<file path="config.mk">
export PLATFORM = sky130hd
export DESIGN_NAME = disp_scan_n
export DESIGN_NICKNAME = d
export VERILOG_FILES = /design/src/rtl/disp_pkg.sv /design/src/rtl/seg_decode.sv /design/src/rtl/disp_scan_n.sv
export SDC_FILE = /design/constraint.sdc
export NUM_CORES = 1
export LEC_CHECK = 0
export ABC_AREA = 1
export BUFFER_PORTS_ARGS = -buffer_cell sky130_fd_sc_hd__buf_2
export CORE_MARGIN = 8
export CORE_UTILIZATION = 30
export CTS_BUF_LIST = sky130_fd_sc_hd__clkbuf_2
export DETAILED_ROUTE_END_ITERATION = 10
export GPL_TIMING_DRIVEN = 0
export PLACE_DENSITY_LB_ADDON = 0.12
export SKIP_LAST_GASP = 1
export SLEW_MARGIN = 30
export SYNTH_ARGS = -nofsm -noshare
export SYNTH_HDL_FRONTEND = slang
export SYNTH_HIERARCHICAL = 1
export SYNTH_SLANG_ARGS = --single-unit
</file>
<file path="constraint.sdc">
create_clock -name clk -period 3.3 [get_ports clk]
set_clock_uncertainty 0.05 [all_clocks]
set_input_delay 0.33 -clock clk [delete_from_list [all_inputs] [get_ports clk]]
set_output_delay 0.33 -clock clk [all_outputs]
set_load 0.01 [all_outputs]
</file>
<file path="src/rtl/disp_pkg.sv">
// Shared constants and types for the 7-segment scan controller.
// Digit 0 is the rightmost digit; nibble i of a packed word belongs to digit i.
package disp_pkg;

    localparam logic [7:0] SEG_BLANK = 8'hFF;

    // Digit 0 drives the rightmost display position.
    localparam bit DIGIT0_RIGHTMOST = 1'b1;

    // Active-low {dp,g,f,e,d,c,b,a}, dp off; leftmost entry is 4'hF.
    localparam logic [15:0][7:0] SEG_TABLE = {
        8'h8E, 8'h86, 8'hA1, 8'hC6, 8'h83, 8'h88, 8'h90, 8'h80,
        8'hF8, 8'h82, 8'h92, 8'h99, 8'hB0, 8'hA4, 8'hF9, 8'hC0
    };

    typedef struct packed {
        logic [3:0] hex;
        logic       point;
        logic       blank;
        logic       blink;
    } digit_cfg_t;

    function automatic logic [6:0] hex_to_seg7(input logic [3:0] nib);
        return SEG_TABLE[nib][6:0];
    endfunction

endpackage

</file>
<file path="src/rtl/seg_decode.sv">
// Combinational hex nibble to active-low {g,f,e,d,c,b,a} decode.
module seg_decode
    import disp_pkg::*;
(
    input  logic [3:0] nib_i,
    output logic [6:0] seg_o
);

    assign seg_o = hex_to_seg7(nib_i);

endmodule

</file>
<file path="src/rtl/disp_scan_n.sv">
// N-digit multiplexed 7-segment scan controller with double-buffered display
// word, per-digit blink, leading-zero suppression and anti-ghost blanking.
module disp_scan_n
    import disp_pkg::*;
#(
    parameter  int N_DIGITS    = 8,
    parameter  int SCAN_DIV_W  = 17,
    parameter  int BLINK_DIV_W = 25,
    localparam int IDX_W       = $clog2(N_DIGITS)
) (
    input  logic                  clk,
    input  logic                  rst,
    input  logic [4*N_DIGITS-1:0] hexs,
    input  logic [N_DIGITS-1:0]   points,
    input  logic [N_DIGITS-1:0]   les,
    input  logic [N_DIGITS-1:0]   blink,
    input  logic                  lz_en,
    input  logic                  load,
    output logic [3:0]            hex,
    output logic                  p,
    output logic                  le,
    output logic [N_DIGITS-1:0]   an,
    output logic [7:0]            seg,
    output logic                  frame_tick
);

    logic [SCAN_DIV_W-1:0]       presc_q, presc_d;
    logic [BLINK_DIV_W-1:0]      blink_cnt_q, blink_cnt_d;
    logic                        phase_off_q, phase_off_d;
    logic [IDX_W-1:0]            idx_q, idx_d;
    logic                        frame_tick_q, frame_tick_d;
    digit_cfg_t [N_DIGITS-1:0]   stage_q, stage_d;
    digit_cfg_t [N_DIGITS-1:0]   shadow_q, shadow_d;
    logic                        pending_q, pending_d;

    logic [3:0]                  hex_q, hex_d;
    logic                        p_q, p_d;
    logic                        le_q, le_d;
    logic [N_DIGITS-1:0]         an_q, an_d;
    logic [7:0]                  seg_q, seg_d;

    logic                        slot_tick;
    logic                        last_idx;
    logic                        wrap;
    logic                        first_clk;
    digit_cfg_t [N_DIGITS-1:0]   in_cfg;
    logic [N_DIGITS-1:0]         lz_mask;
    logic                        zero_run;
    digit_cfg_t                  cur;
    logic                        blank_cur;
    logic [6:0]                  seg7;
    logic [N_DIGITS-1:0]         an_onecold;

    assign slot_tick = &presc_q;
    assign last_idx  = (idx_q == IDX_W'(N_DIGITS - 1));
    assign wrap      = slot_tick & last_idx;
    assign first_clk = (presc_q == '0);

    always_comb begin
        in_cfg = '0;
        for (int i = 0; i < N_DIGITS; i++) begin
            in_cfg[i] = {hexs[4*i +: 4], points[i], les[i], blink[i]};
        end
    end

    // Walk down from the top digit; digit 0 is never part of the zero run.
    always_comb begin
        zero_run = 1'b1;
        lz_mask  = '0;
        for (int i = N_DIGITS - 1; i >= 1; i--) begin
            zero_run   = zero_run & (shadow_q[i].hex == 4'h0);
            lz_mask[i] = lz_en & zero_run;
        end
    end

    assign cur        = shadow_q[idx_q];
    assign blank_cur  = cur.blank | lz_mask[idx_q] | (cur.blink & phase_off_q);
    assign an_onecold = ~({{(N_DIGITS-1){1'b0}}, 1'b1} << idx_q);

    seg_decode u_seg_decode (
        .nib_i (cur.hex),
        .seg_o (seg7)
    );

    always_comb begin
        presc_d      = presc_q + SCAN_DIV_W'(1);
        blink_cnt_d  = blink_cnt_q + BLINK_DIV_W'(1);
        phase_off_d  = (&blink_cnt_q) ? ~phase_off_q : phase_off_q;
        idx_d        = idx_q;
        if (slot_tick) begin
            idx_d = last_idx ? '0 : idx_q + IDX_W'(1);
        end
        frame_tick_d = wrap;

        // A load coinciding with the wrap lands in staging while the old
        // staging commits, so pending stays set for the following frame.
        shadow_d  = shadow_q;
        stage_d   = stage_q;
        pending_d = pending_q;
        if (wrap && pending_q) begin
            shadow_d  = stage_q;
            pending_d = 1'b0;
        end
        if (load) begin
            stage_d   = in_cfg;
            pending_d = 1'b1;
        end

        hex_d = cur.hex;
        p_d   = cur.point;
        le_d  = blank_cur;
        an_d  = (blank_cur || first_clk) ? '1 : an_onecold;
        seg_d = blank_cur ? SEG_BLANK : {~cur.point, seg7};
    end

    always_ff @(posedge clk) begin
        if (rst) begin
            presc_q      <= '0;
            blink_cnt_q  <= '0;
            phase_off_q  <= 1'b0;
            idx_q        <= '0;
            frame_tick_q <= 1'b0;
            stage_q      <= '0;
            shadow_q     <= '0;
            pending_q    <= 1'b0;
            hex_q        <= 4'h0;
            p_q          <= 1'b0;
            le_q         <= 1'b1;
            an_q         <= '1;
            seg_q        <= SEG_BLANK;
        end else begin
            presc_q      <= presc_d;
            blink_cnt_q  <= blink_cnt_d;
            phase_off_q  <= phase_off_d;
            idx_q        <= idx_d;
            frame_tick_q <= frame_tick_d;
            stage_q      <= stage_d;
            shadow_q     <= shadow_d;
            pending_q    <= pending_d;
            hex_q        <= hex_d;
            p_q          <= p_d;
            le_q         <= le_d;
            an_q         <= an_d;
            seg_q        <= seg_d;
        end
    end

    assign hex        = hex_q;
    assign p          = p_q;
    assign le         = le_q;
    assign an         = an_q;
    assign seg        = seg_q;
    assign frame_tick = frame_tick_q;

endmodule

</file>
=== After elaboration in Yosys (flattened, before gate mapping) ===
Memory sizes are Yosys's and may differ from the RTL's. A register that Yosys moved wholly into a read port is not among the register bits.
Index checks and enable logic that the tools add are counted.

* Register bits after elaboration: 182
* Bits in read-only memories: 128
* Input port bits: 60
* Output and inout bits: 23
* Logic and storage cells: 126
* Memories kept: 1

{| class="wikitable"
|+ Memories
! memory !! words !! bits a word !! read ports !! clocked after memory_dff !! wr ports !! RTL line !! RTL
|-
| (name not given) || 16 || 8 || 1 || 1 || 0 || disp_pkg.sv:24 || <nowiki>return SEG_TABLE[nib][6:0];</nowiki>
|}

* $add $sub $neg: 3
* Magnitude comparators: 2
* Equality and inequality tests: 1
* Shift operators: 1
* Multiplexer cells: 8
* Bitwise operators: 20
* Reduce and logical (&&, ||, !) cells: 15

{| class="wikitable"
|+ Operators by type and width
! cell !! count
|-
| logical NOT 4 bit || 7
|-
| adder 25 x 1 -> 25 bit (second input constant) || 1
|-
| AND reduction 25 bit || 1
|-
| binary-select mux 7 bit (select 3 bit) || 1
|-
| adder 17 x 1 -> 17 bit (second input constant) || 1
|-
| logical NOT 17 bit || 1
|-
| AND reduction 17 bit || 1
|-
| AND 1 bit || 15
|-
| two-way mux 7 bit || 2
|-
| NOT 8 bit || 1
|-
| << shifter 1 x 3 -> 8 bit (first input constant) || 1
|-
| < comparator 4 x 5 -> 1 bit (second input constant) || 1
|-
| < comparator 3 x 4 -> 1 bit (second input constant) || 1
|-
| OR reduction 2 bit || 2
|-
| adder 3 x 1 -> 3 bit (second input constant) || 1
|-
| binary-select mux 1 bit (select 3 bit) || 1
|-
| == test 3 bit (second input constant) || 1
|-
| two-way mux 1 bit || 3
|-
| two-way mux 3 bit || 1
|-
| NOT 1 bit || 2
|-
| OR 1 bit || 2
|-
| nonzero test 2 bit || 1
|-
| logical AND 1 bit || 1
|-
| logical OR 1 bit || 1
|}

=== Logic depth before layout (Yosys ltp) ===
Gate-level depths: netlist of run 1.

* Depth after elaboration: 14
* Depth in mapped cells: 16
* Depth with buffers taken out: 14

=== Cells and area by module ===
Netlist of run 1, hierarchy kept.

{| class="wikitable"
|+ Modules (own cells, without submodules)
! module !! times used !! cells an instance !! area an instance (sq um) !! seq. area each (sq um)
|-
| disp_scan_n || 1 || 1012 || 7493.4 || 3643.5
|-
| seg_decode || 1 || 49 || 274.0 || 0.0
|}

=== Least setup slack after synthesis of run 1 ===
Ideal clock, no wire load.

* Path type: reg-to-reg
* From: register presc_q[0]
* To: register shadow_q[10] in the netlist's numbering
* Setup time: 0.128 ns
* Arrival: 2.172 ns
* Required time: 3.122 ns
* Setup slack: 0.950 ns
* Cell stages (with the launch flop): 15
* Buffers on the path: 3
* Clock period less this slack: 2.350 ns
* Path through: dfxtp_1 ha_1 nand3_1 nor2_1 nand2_1 nor2_1 inv_1 nor4_1 ha_1 buf_2 nand3_1 buf_2 clkbuf_1 o21ai_0 a21oi_1

* Cells in the longest elaborated chain, start to end: 3

{| class="wikitable"
|+ Ends and longest elaborated chain
! item !! RTL line !! RTL
|-
| from (decl) || disp_scan_n.sv:27 || <nowiki>logic [SCAN_DIV_W-1:0] presc_q, presc_d;</nowiki>
|-
| from (signal assigned) || disp_scan_n.sv:132 || <nowiki>presc_q <= presc_d;</nowiki>
|-
| AND reduction 17 bit || disp_scan_n.sv:54 || <nowiki>assign slot_tick = &presc_q;</nowiki>
|-
| named net slot_tick || disp_scan_n.sv:42 || <nowiki>logic slot_tick;</nowiki>
|-
| AND 1 bit || disp_scan_n.sv:56 || <nowiki>assign wrap = slot_tick & last_idx;</nowiki>
|-
| logical AND 1 bit || disp_scan_n.sv:100 || <nowiki>if (wrap && pending_q) begin</nowiki>
|-
| to (signal assigned) || disp_scan_n.sv:138 || <nowiki>shadow_q <= shadow_d;</nowiki>
|-
| to (decl) || disp_scan_n.sv:33 || <nowiki>digit_cfg_t [N_DIGITS-1:0] shadow_q, shadow_d;</nowiki>
|}

The timed path passes the listed nets, and every way through them passes these cells.
A chain may end at the register's enable or synchronous reset.

=== Final worst setup path of run 1 ===
* From: register presc_q[0]
* To: register shadow_q[47] in the netlist's numbering

Same word-level chain as after synthesis.

==> key figures, run 1 <==
STA
  • Worst-margin pin slew: 0.5994 ns
  • Fin crit share: 91.12%
  • TNS Setup: 0 ns
  • RSZ-0062 raised after global routing: no
  • Worst relative slew slack: 60.04%
  • Peak Freq: 332.6 MHz
  • Minimum clock period: 3.007 ns
  • Hold Fails Final Rpt: 0
  • Final setup viols: 0
  • Slew Viols, Final: 0

Die
  • Num rows: 59
  • Die height: 176.9 microns
  • Die W: 176.9 microns
  • Initial Utilization: 30.15%
  • Core Area: 0.02576 sq mm
  • Die area: 0.03130 sq mm
  • IO Count: 83

Clock tree
  • Clk sinks: 182
  • CTS Buf Count: 17
  • Clock transition at path regs: 0.28 ns
  • Clock Latency Late Sink: 0.77 ns
  • # Post-CTS Setup Buffers: 0
  • Clk buf depth: 2
  • Number of H-tree levels: 4
  • CTS tree: yes
  • Clock root cell: clkbuf_2

Placed design
  • Count of buffers from port buffering: 80
  • Post-DP HPWL: 15.80 mm
  • GP Congestion: 0.7911
  • Placed Area: 0.008587 sq mm

Global route
  • Grt total ovfl: 0
  • Vias in the first global route: 7050
  • GR Util All Layers: 14.03%
  • Antenna violations before repair: 1
  • First-pass GRT wire length: 35.21 mm
  • Largest net degree at the start of global routing: 18

Pwr
  • Leak: 3.893 nW
  • Pwr dens: 396.4 mW/mm^2
  • Max rail drop VDD: 156.1 uV

Synth
  • Largest cells by area after synthesis: dfxtp_1 47%, o21ai_0 9.7%, nor2_1 8.3%, a21oi_1 7.2%, nand2_1 6.7%
  • Post-synth top cells: 182 x dfxtp_1, 172 x nor2_1, 151 x o21ai_0
  • Register area share after synthesis: 46.91%
  • Compound-gate portion of the synthesized area: 17.62%
  • Mapped Cells: 1061
  • Unique masters post-synth: 36
  • Avg Inst Size Synth: 7.321 sq um
  • Adder-cell share of the synthesized area: 2.738%
  • Post-Synth XOR/XNOR Area: 0.6765%
  • Post-synth top area cell: dfxtp_1
  • Syn. warnings: 6
  • Post-synth top area share: 46.91%
  • Ys flop type: dfxtp_1
  • EDFF count, synth: 0
  • Syn_nets: 1138
  • Simple logic cell fraction of the synthesized area: 22.86%
  • Most used standard cell by instance count after synthesis: dfxtp_1
  • Combinational family with the most area after synthesis: simple AND/OR/NAND/NOR gates
  • Area of the mapped netlist: 0.007767 sq mm
  • Mux share of post-synthesis cell area: 0%
  • Async SR Flop Fraction: 0%
  • FF+latch count, synth: 182

Cells and area
  • Share of post-route cells with drive strength above 1: 12.88%
  • Design Area, Final: 0.009619 sq mm
  • Nets@finish: 1314
  • Area grow syn2layout: 23.84%

Setup path
  • Worst-path maximum fanout: 10
  • Worst setup EP type: flip-flop
  • Worst path cell trace: ha_1 -> nand3_1 -> nor2_1 -> nand2_1 -> nor2_1 -> inv_1 -> nor4_1 -> ha_1 -> buf_2 -> nand3_2 -> buf_2 -> clkbuf_2 -> o21ai_0 -> a21oi_1
  • WS Path Type: flip-flop to flip-flop
  • CP max-delay cell: dfxtp_1
  • Startpoint Class: flip-flop
  • Crit path required time: 3.91 ns
  • CP peak stage delay: 0.44 ns
  • CP arrival: 3.62 ns

Detailed routing
  • Routed len/inst: 13.65 microns
  • Via count: 7080
  • Via density: 4.464
  • Routed wire length: 21.65 mm
  • Number of remaining DRC errors: 0
  • Post-route ant nets: 0
  • Iter 0 DRT Violations: 371
  • Detailed-router iteration count before antenna repair: 4

Worst hold path
  • Min-Delay Path Class: input port to flip-flop

Run
  • Maxcap violations: 0

Status
  • Outcome: finished clean
-- per-stage QoR --
stage / worst slack [ns] / power, mW / utilization, % / hold slack [ns] / std cells
floorplan: 0.9499 / 2.457 / - / 0.3700 / 1061
global placement: 0.09462 / 2.557 / 33.33 / 0.3807 / 1476
detailed placement: 0.1149 / 2.559 / 33.33 / 0.3875 / 1476
CTS: 0.05522 / 3.866 / 37.30 / 0.001838 / 1585
global route: 0.01021 / 3.997 / 37.34 / 0.01025 / 1586
finish: 0.2931 / 3.813 / 37.34 / 0.09185 / 1586
-- report_power, final --
part / switching [mW] / internal [mW]
combinational: 0.146 / 0.144
clock: 0.858 / 0.365
sequential: 0.0320 / 2.27
total: 1.04 / 2.78
-- worst max-delay path: cells and delay by family, from the launching register on --
kind	cells	cell delay (ns)
compound gates	2	0.26
flops	1	0.44
fa+ha+maj	2	0.41
simple gates	6	0.97
buf+inv	4	0.78
-- timing repair --
item | CTS | global route
endpoints found under the setup margin | 0 | 38
hold buffers | 77 | 0
gates resized for setup | 0 | 6
endpoints found under the hold margin | 68 | 0
-- routing by layer --
layer / vias up / global-route usage, % / wire length, microns / share of wire (%)
met2: 91 / 23.12 / 9952 / 46
met3: 20 / 2.923 / 665 / 3.1
met1: 3184 / 18.12 / 10690 / 49
li1: 3785 / - / - / -
met5: - / 0 / 0 / 0
met4: 0 / 4.308 / 335 / 1.5
-- registers in the layout, summed over array words and instances, names as in the netlist --
name	flops
an	8
blink_cnt_q	25
frame_tick	1
hex	4
idx_q	3
le	1
p	1
pending_q	1
phase_off_q	1
presc_q	17
seg	8
shadow_q	56
stage_q	56
-- cell usage in the layout (no fill, tap or decap), types with 4 or more instances in the layout --
cell type      netlist  layout
clkbuf_2             0      19
dfxtp_1            182     182
nand2_2              4       4
nand3_1             39      38
nor2_1             172     172
clkbuf_1            35      33
inv_1              117     117
nor4_1               5       5
nand2_1            139     139
clkinvlp_4           0       5
o21ai_0            151     150
ha_1                17      17
a21oi_1            112     112
nor3_1              11      11
inv_6                0       6
nor2_4               5       5
inv_2                5       5
dlygate4sd3_1        0      77
nand4_1             15      15
buf_2               16      96
-- cell type report --
class	instances	area, sq um
Inverter	122	457.9
Clock inverter	15	166.4
Sequential cell	182	3643
Tap cell	335	419.2
Buffer	57	259.0
Multi-Input combinational cell	700	3415
Clock buffer	17	85.08
Antenna cell	1	2.502
Fill cell	2799	16140
Timing Repair Buffer	157	1171
-- final timing paths --
path,from,to,slack (ns),depth (start not counted)
hold / removal,load,stage_q[39]$_SDFFE_PP0P_,0.09,3
setup reg to reg,presc_q[0]$_SDFF_PP0_,shadow_q[47]$_SDFFE_PP0P_,0.29,14
hold reg to reg,shadow_q[43]$_SDFFE_PP0P_,shadow_q[43]$_SDFFE_PP0P_,0.42,2
setup / recovery,presc_q[0]$_SDFF_PP0_,shadow_q[47]$_SDFFE_PP0P_,0.29,14
-- cell families after synthesis --
group,after synthesis
adders and majority gates,17
buffers and inverters,179
and+or+nand+nor,407
AOI/OAI and AO/OA,270
xor gates and xnor gates,6
DFF,182
No activity file was read; power rests on OpenSTA's default activity.
==> run 2, diff against run 1 <==
--- a/config.mk
+++ b/config.mk
@@ -13,6 +13,7 @@
 export DETAILED_ROUTE_END_ITERATION = 10
 export GPL_TIMING_DRIVEN = 0
 export PLACE_DENSITY_LB_ADDON = 0.12
+export REMOVE_ABC_BUFFERS = 1
 export SKIP_LAST_GASP = 1
 export SLEW_MARGIN = 30
 export SYNTH_ARGS = -nofsm -noshare
==> key figures, run 2 (synthesis results as in run 1) <==
Status
  • Outcome: finished clean

Setup path
  • Worst setup EP type: flip-flop
  • Worst path cell trace: inv_2 -> a21oi_1 -> o21ai_0 -> o21ai_0 -> nand2_1 -> nand2_1 -> inv_1 -> ha_1 -> nand2_1 -> nand3_1 -> nand2_1 -> inv_1 -> nand2_1
  • CP arrival: 3.59 ns (-0.03 ns)
  • CP peak stage delay: 0.79 ns (+0.35 ns)
  • Startpoint Class: flip-flop
  • Crit path required time: 3.94 ns (+0.03 ns)
  • Worst-path maximum fanout: 34 (+24)
  • CP most frequent cell: nand2_1
  • WS Path Type: flip-flop to flip-flop
  • CP max-delay cell: dfxtp_2

STA
  • Hold Fails Final Rpt: 0 (unchanged)
  • RSZ-0062 raised after global routing: yes
  • Fin crit share: 89.42% (-1.7 points)
  • Final worst slack: 0.3490 ns (+0.05588 ns)
  • Slew Viols, Final: 0 (unchanged)
  • Peak Freq: 338.9 MHz (+1.9%)
  • Final setup viols: 0 (unchanged)
  • Worst relative slew slack: 42.90% (-17 points)
  • Worst-margin pin slew: 0.8565 ns (+0.2571 ns)
  • Minimum clock period: 2.951 ns (-0.05588 ns)
  • TNS Setup: 0 ns (unchanged)

Clock tree
  • Clk buf depth: 2 (unchanged)
  • Clock transition at path regs: 0.30 ns (+0.02 ns)
  • Clock Latency Late Sink: 0.77 ns (about the same)
  • Number of H-tree levels: 4 (unchanged)
  • CTS tree: yes
  • CTS Buf Count: 17 (unchanged)
  • Clk sinks: 182 (unchanged)
  • Clock root cell: clkbuf_2
  • # Post-CTS Setup Buffers: 0 (unchanged)

Cells and area
  • FILL cells: 2783 (-0.57%)
  • Share of post-route cells with drive strength above 1: 12.56% (-0.32 points)
  • Final core utilization: 37.30% (-0.039 points)
  • Commonest non-fill, non-tap cells in the layout: 180 x dfxtp_1, 172 x nor2_1, 151 x o21ai_0
  • Multi-input logic area: 0.003435 sq mm (+0.59%)
  • Commonest non-fill, non-tap cell in the layout: dfxtp_1
  • Nets@finish: 1274 (-3.0%)
  • Top Registers: shadow_q x56, stage_q x56, blink_cnt_q x25
  • Sequential cell area: 0.003646 sq mm (about the same)
  • Area grow syn2layout: 23.71%

Die
  • Die height: 176.9 microns (unchanged)
  • Num rows: 59 (unchanged)
  • Core Area: 0.02576 sq mm (unchanged)
  • Initial Utilization: 30.15% (unchanged)
  • Die W: 176.9 microns (unchanged)
  • Die area: 0.03130 sq mm (unchanged)
  • IO Count: 83 (unchanged)

Detailed routing
  • Routed len/inst: 12.68 microns (-7.1%)
  • Routed wire length: 19.60 mm (-9.5%)
  • Via count: 6833 (-3.5%)
  • Iter 0 DRT Violations: 412 (+11%)
  • Detailed-router iteration count before antenna repair: 5 (+1)
  • Number of remaining DRC errors: 0 (unchanged)
  • Post-route ant nets: 0 (unchanged)
  • Via density: 4.420 (-0.99%)

Global route
  • Grt total ovfl: 0 (unchanged)
  • First-pass GRT wire length: 32.44 mm (-7.9%)
  • Antenna violations before repair: 1 (unchanged)
  • Vias in the first global route: 6492 (-7.9%)
  • GR Util All Layers: 12.61% (-1.4 points)
  • Largest net degree at the start of global routing: 91 (+73)

Pwr
  • Seq pwr share: 60.1% (-0.2 points)
  • Clock group share of total power: 32.2% (about the same)
  • Switching power share of the total: 28.11% (+0.93 points)
  • Pwr dens: 398.1 mW/mm^2 (+0.44%)
  • Int Power: 2.750 mW (-0.95%)
  • Comb pwr share: 7.7% (about the same)
  • Leak: 3.884 nW (-0.22%)
  • Total power draw: 3.825 mW (+0.33%)
  • Max rail drop VDD: 244.8 uV (+57%)
  • Switch Pwr: 1.075 mW (+3.8%)

Placed design
  • Pre-CTS WS: 0.1387 ns (+0.02375 ns)
  • GP Congestion: 0.7470 (-5.6%)
  • Post-DP HPWL: 12.71 mm (-20%)
  • Count of buffers from port buffering: 82 (+2.5%)

Run
  • Maxcap violations: 0 (unchanged)

Worst hold path
  • Min-Delay Path Class: input port to flip-flop
## run 2: cell types whose count changed in the layout (fill, tap and decap cells not counted), moves of 3 or more
| cell | delta |
|---|---|
| dlygate4sd3_1 | +10 |
| buf_2 | -15 |
| clkinvlp_4 | -3 |
| inv_8 | +5 |
| clkbuf_1 | -33 |
| inv_1 | -3 |
## run 2: metrics by stage
| step | cells | instance area, sq um | hold slack, ns |
|---|---|---|---|
| after floorplan | 1004 | 7511 | 0.3467 |
| after global placement | 1421 | 8341 | 0.3820 |
| after detailed placement | 1425 | 8457 | 0.3868 |
| after CTS | 1544 | 9593 | 0.0004459 |
| after global routing | 1546 | 9609 | 0.001836 |
| final | 1546 | 9609 | 0.07330 |
## run 2: cell type report
class | instances | area share, %
flip-flops and latches | 182 | 37.94
multi-input cells | 701 | 35.74
repair buffers | 173 | 14.35
inverters | 122 | 4.818
well taps | 335 | 4.362
clock inverters | 15 | 1.875
clock buffers | 17 | 0.8854
diodes | 1 | 0.02604
## run 2: repair_timing
action | in CTS | in global routing
setup endpoints to repair | 0 | 52
hold buffers | 87 | 0
hold endpoints to repair | 64 | 0
gates resized for setup | 0 | 2
## run 2: final timing paths
kind / start / to / slack (ns) / cells past startpoint
hold / removal: load / stage_q[18]$_SDFFE_PP0P_ / 0.07 / 3
setup reg to reg: idx_q[0]$_SDFFE_PP0P_ / seg[3]$_SDFF_PP1_ / 0.35 / 13
setup / recovery: idx_q[0]$_SDFFE_PP0P_ / seg[3]$_SDFF_PP1_ / 0.35 / 13
hold reg to reg: shadow_q[23]$_SDFFE_PP0P_ / shadow_q[23]$_SDFFE_PP0P_ / 0.41 / 2
## run 2: power groups by stage
stage	Combinational (mW)	Clock, mW	Sequential [mW]
after detailed placement	0.214	0	2.34
after CTS	0.301	1.30	2.30
after floorplan	0.112	0	2.33
after global routing	0.338	1.38	2.31
final	0.296	1.23	2.30
after global placement	0.213	0	2.33
## run 2: critical path, delay by kind of cell, from the launching register on
family / cells / cell delay, ns
flip-flops: 1 / 0.79
AND/OR/NAND/NOR: 6 / 0.65
buffers and inverters: 3 / 0.62
AO/OA/AOI/OAI: 3 / 0.45
adder cells (fa/ha/maj): 1 / 0.32
## run 2: per-layer routing
layer / part of all wire (%) / up-vias / wire [microns] / track usage (%)
met5: 0 / - / 0 / 0
met4: 1.1 / 0 / 207 / 3.888
met3: 2.7 / 14 / 534 / 2.496
met2: 44 / 75 / 8585 / 19.64
met1: 52 / 3045 / 10270 / 17.28
li1: - / 3699 / - / -
==> run 3, diff against run 2 <==
--- a/config.mk
+++ b/config.mk
@@ -7,6 +7,8 @@
 export LEC_CHECK = 0
 export ABC_AREA = 1
 export BUFFER_PORTS_ARGS = -buffer_cell sky130_fd_sc_hd__buf_2
+export CELL_PAD_IN_SITES_DETAIL_PLACEMENT = 0
+export CELL_PAD_IN_SITES_GLOBAL_PLACEMENT = 2
 export CORE_MARGIN = 8
 export CORE_UTILIZATION = 30
 export CTS_BUF_LIST = sky130_fd_sc_hd__clkbuf_2
@@ -18,5 +20,4 @@
 export SLEW_MARGIN = 30
 export SYNTH_ARGS = -nofsm -noshare
 export SYNTH_HDL_FRONTEND = slang
-export SYNTH_HIERARCHICAL = 1
 export SYNTH_SLANG_ARGS = --single-unit
==> key figures, run 3 <==
Setup path
  • Worst setup EP type: flip-flop
  • WS Path Type: flip-flop to flip-flop
  • CP arrival: 3.55 ns (-0.04 ns)
  • CP peak stage delay: 0.89 ns (+0.10 ns)
  • CP most frequent cell: nand2_1
  • Crit path required time: 3.94 ns (about the same)
  • Startpoint Class: flip-flop
  • Worst-path maximum fanout: 34 (unchanged)
  • Worst path cell trace: inv_2 -> nand2_1 -> nand3_1 -> nand3_1 -> nand2_1 -> inv_1 -> ha_1 -> nand3_1 -> nand2_1 -> nand2_1 -> nand2_1 -> inv_1 -> nand2_1
  • CP max-delay cell: dfxtp_2

Detailed routing
  • Routed len/inst: 13.74 microns (+8.4%)
  • Post-route ant nets: 0 (unchanged)
  • Number of remaining DRC errors: 0 (unchanged)
  • Detailed-router iteration count before antenna repair: 4 (-1)
  • Via count: 7001 (+2.5%)
  • Iter 0 DRT Violations: 307 (-25%)
  • Routed wire length: 21.46 mm (+9.5%)
  • Via density: 4.482 (+1.4%)

Cells and area
  • Area grow syn2layout: 22.65%
  • Finished Layout Cells: 1562 (+1.0%)
  • Nets@finish: 1289 (+1.2%)
  • Share of post-route cells with drive strength above 1: 11.42% (-1.1 points)
  • Commonest non-fill, non-tap cells in the layout: 189 x nor2_1, 179 x dfxtp_1, 173 x nand2_1
  • Top Registers: shadow_q x56, stage_q x56, blink_cnt_q x25
  • Commonest non-fill, non-tap cell in the layout: nor2_1

Worst hold path
  • Min-Delay Path Class: input port to flip-flop

Synth
  • Ys flop type: dfxtp_1
  • EDFF count, synth: 0 (unchanged)
  • FF+latch count, synth: 182 (unchanged)
  • Async SR Flop Fraction: 0% (unchanged)
  • Area of the mapped netlist: 0.007760 sq mm (about the same)
  • Post-synth top area share: 46.95% (about the same)
  • Post-synth top cells: 189 x nor2_1, 182 x dfxtp_1, 173 x nand2_1
  • Syn. warnings: 0 (-6)
  • Avg Inst Size Synth: 7.113 sq um (-2.8%)
  • Post-synth top area cell: dfxtp_1
  • Register area share after synthesis: 46.95% (about the same)
  • Unique masters post-synth: 31 (-14%)
  • Most used standard cell by instance count after synthesis: nor2_1
  • Largest cells by area after synthesis: dfxtp_1 47%, nor2_1 9.1%, o21ai_0 8.5%, nand2_1 8.4%, a21oi_1 6.0%
  • Mapped Cells: 1091 (+2.8%)

STA
  • Minimum clock period: 2.910 ns (-0.04069 ns)
  • Slew Viols, Final: 0 (unchanged)
  • Fin crit share: 88.19% (-1.2 points)
  • Worst-margin pin slew: 0.8052 ns (-0.05127 ns)
  • RSZ-0062 raised after global routing: no
  • Worst relative slew slack: 45.96% (+3.1 points)
  • Hold Fails Final Rpt: 0 (unchanged)
  • Final setup viols: 0 (unchanged)
  • Peak Freq: 343.6 MHz (+1.4%)

Placed design
  • Count of buffers from port buffering: 82 (unchanged)
  • GP Congestion: 0.7719 (+3.3%)
  • Placed insts: 1454 (+2.0%)
  • Post-DP HPWL: 13.78 mm (+8.4%)

Die
  • Num rows: 59 (unchanged)
  • Die W: 176.8 microns (about the same)
  • Die area: 0.03127 sq mm (about the same)
  • Initial Utilization: 30.12% (about the same)
  • Core Area: 0.02576 sq mm (unchanged)
  • Die height: 176.8 microns (about the same)
  • IO Count: 83 (unchanged)

Global route
  • Largest net degree at the start of global routing: 97 (+6.6%)
  • Vias in the first global route: 7119 (+9.7%)
  • Antenna violations before repair: 1 (unchanged)
  • First-pass GRT wire length: 36.13 mm (+11%)
  • GR Util All Layers: 14.17% (+1.6 points)
  • Grt total ovfl: 0 (unchanged)

Run
  • Maxcap violations: 0 (unchanged)

Pwr
  • Total power draw: 3.949 mW (+3.2%)
  • Max rail drop VDD: 206.4 uV (-16%)
  • Pwr dens: 414.9 mW/mm^2 (+4.2%)
  • Leak: 4.010 nW (+3.2%)

Clock tree
  • Clk sinks: 182 (unchanged)
  • Clock root cell: clkbuf_2
  • Clock Latency Late Sink: 0.76 ns (about the same)
  • # Post-CTS Setup Buffers: 0 (unchanged)
  • Clk buf depth: 2 (unchanged)
  • CTS tree: yes
  • Number of H-tree levels: 4 (unchanged)
  • Clock transition at path regs: 0.26 ns (-0.04 ns)
  • CTS Buf Count: 17 (unchanged)

Status
  • Outcome: finished clean
[run 3: where the power goes]
group / internal [mW] / switching (mW) / total (mW)
combinational: 0.138 / 0.139 / 0.277
clock: 0.522 / 0.853 / 1.38
sequential: 2.27 / 0.0287 / 2.30
total: 2.93 / 1.02 / 3.95
[run 3: through the flow]
step	setup WS, ns	setup TNS [ns]	utilization (%)	area, sq um	hold WS (ns)
floorplan	-0.8021	-44.92	-	7520	0.3467
global placement	-2.998	-239.14	32.41	8349	0.3832
detailed placement	-0.1702	-3.451	32.75	8438	0.3869
CTS	0.1183	0	36.80	9480	0.03482
global route	0.04835	0	36.94	9518	0.02742
finish	0.3897	0	36.94	9518	0.07262
[run 3: worst paths after layout]
check,depth (start not counted),slack (ns),startpoint,end
max,13,0.39,idx_q[0]$_SDFFE_PP0P_,seg[3]$_SDFF_PP1_
min,2,0.07,rst,blink_cnt_q[0]$_SDFF_PP0_
max reg2reg,13,0.39,idx_q[0]$_SDFFE_PP0P_,seg[3]$_SDFF_PP1_
min reg2reg,2,0.41,shadow_q[1]$_SDFFE_PP0P_,shadow_q[1]$_SDFFE_PP0P_
[run 3: layout make-up]
cell class | count | area [sq um]
diodes | 1 | 2.502
clock buffers | 17 | 85.08
clock inverters | 15 | 214.0
fillers | 2825 | 16250
inverters | 121 | 461.7
multi-input cells | 733 | 3480
flip-flops and latches | 182 | 3647
well taps | 335 | 419.2
repair buffers | 158 | 1209
[run 3: routing by layer]
metal | wire, microns | GRT usage, % | vias to the layer above
li1 | - | - | 3756
met1 | 10920 | 18.89 | 3172
met2 | 9894 | 23.24 | 67
met3 | 513 | 3.008 | 6
met4 | 130 | 2.872 | 0
met5 | 0 | 0 | -
[run 3: cell families (layout without fill, tap and decap cells)]
logic type	after synthesis	count (layout)	synth area share (%)
AND/OR/NAND/NOR	478	480	25.93
AO/OA/AOI/OAI	234	234	15.25
flip-flops	182	182	46.95
buffers and inverters	178	311	8.949
adder cells (fa/ha/maj)	16	16	2.580
XOR/XNOR	3	3	0.3387
other	0	1	0
[run 3: critical path, delay by kind of cell (launching register included)]
family | cells | cell delay (ns)
and+or+nand+nor | 9 | 1.02
DFF | 1 | 0.89
buffers and inverters | 3 | 0.71
adders and majority gates | 1 | 0.19
[run 3: what timing repair did]
item / 4_1_cts / 5_1_grt
hold buffers: 73 / 0
hold endpoints to repair: 56 / 0
setup endpoints to repair: 32 / 56
pin swaps: 1 / 1
resized for setup: 1 / 3
cloned: 1 / 1
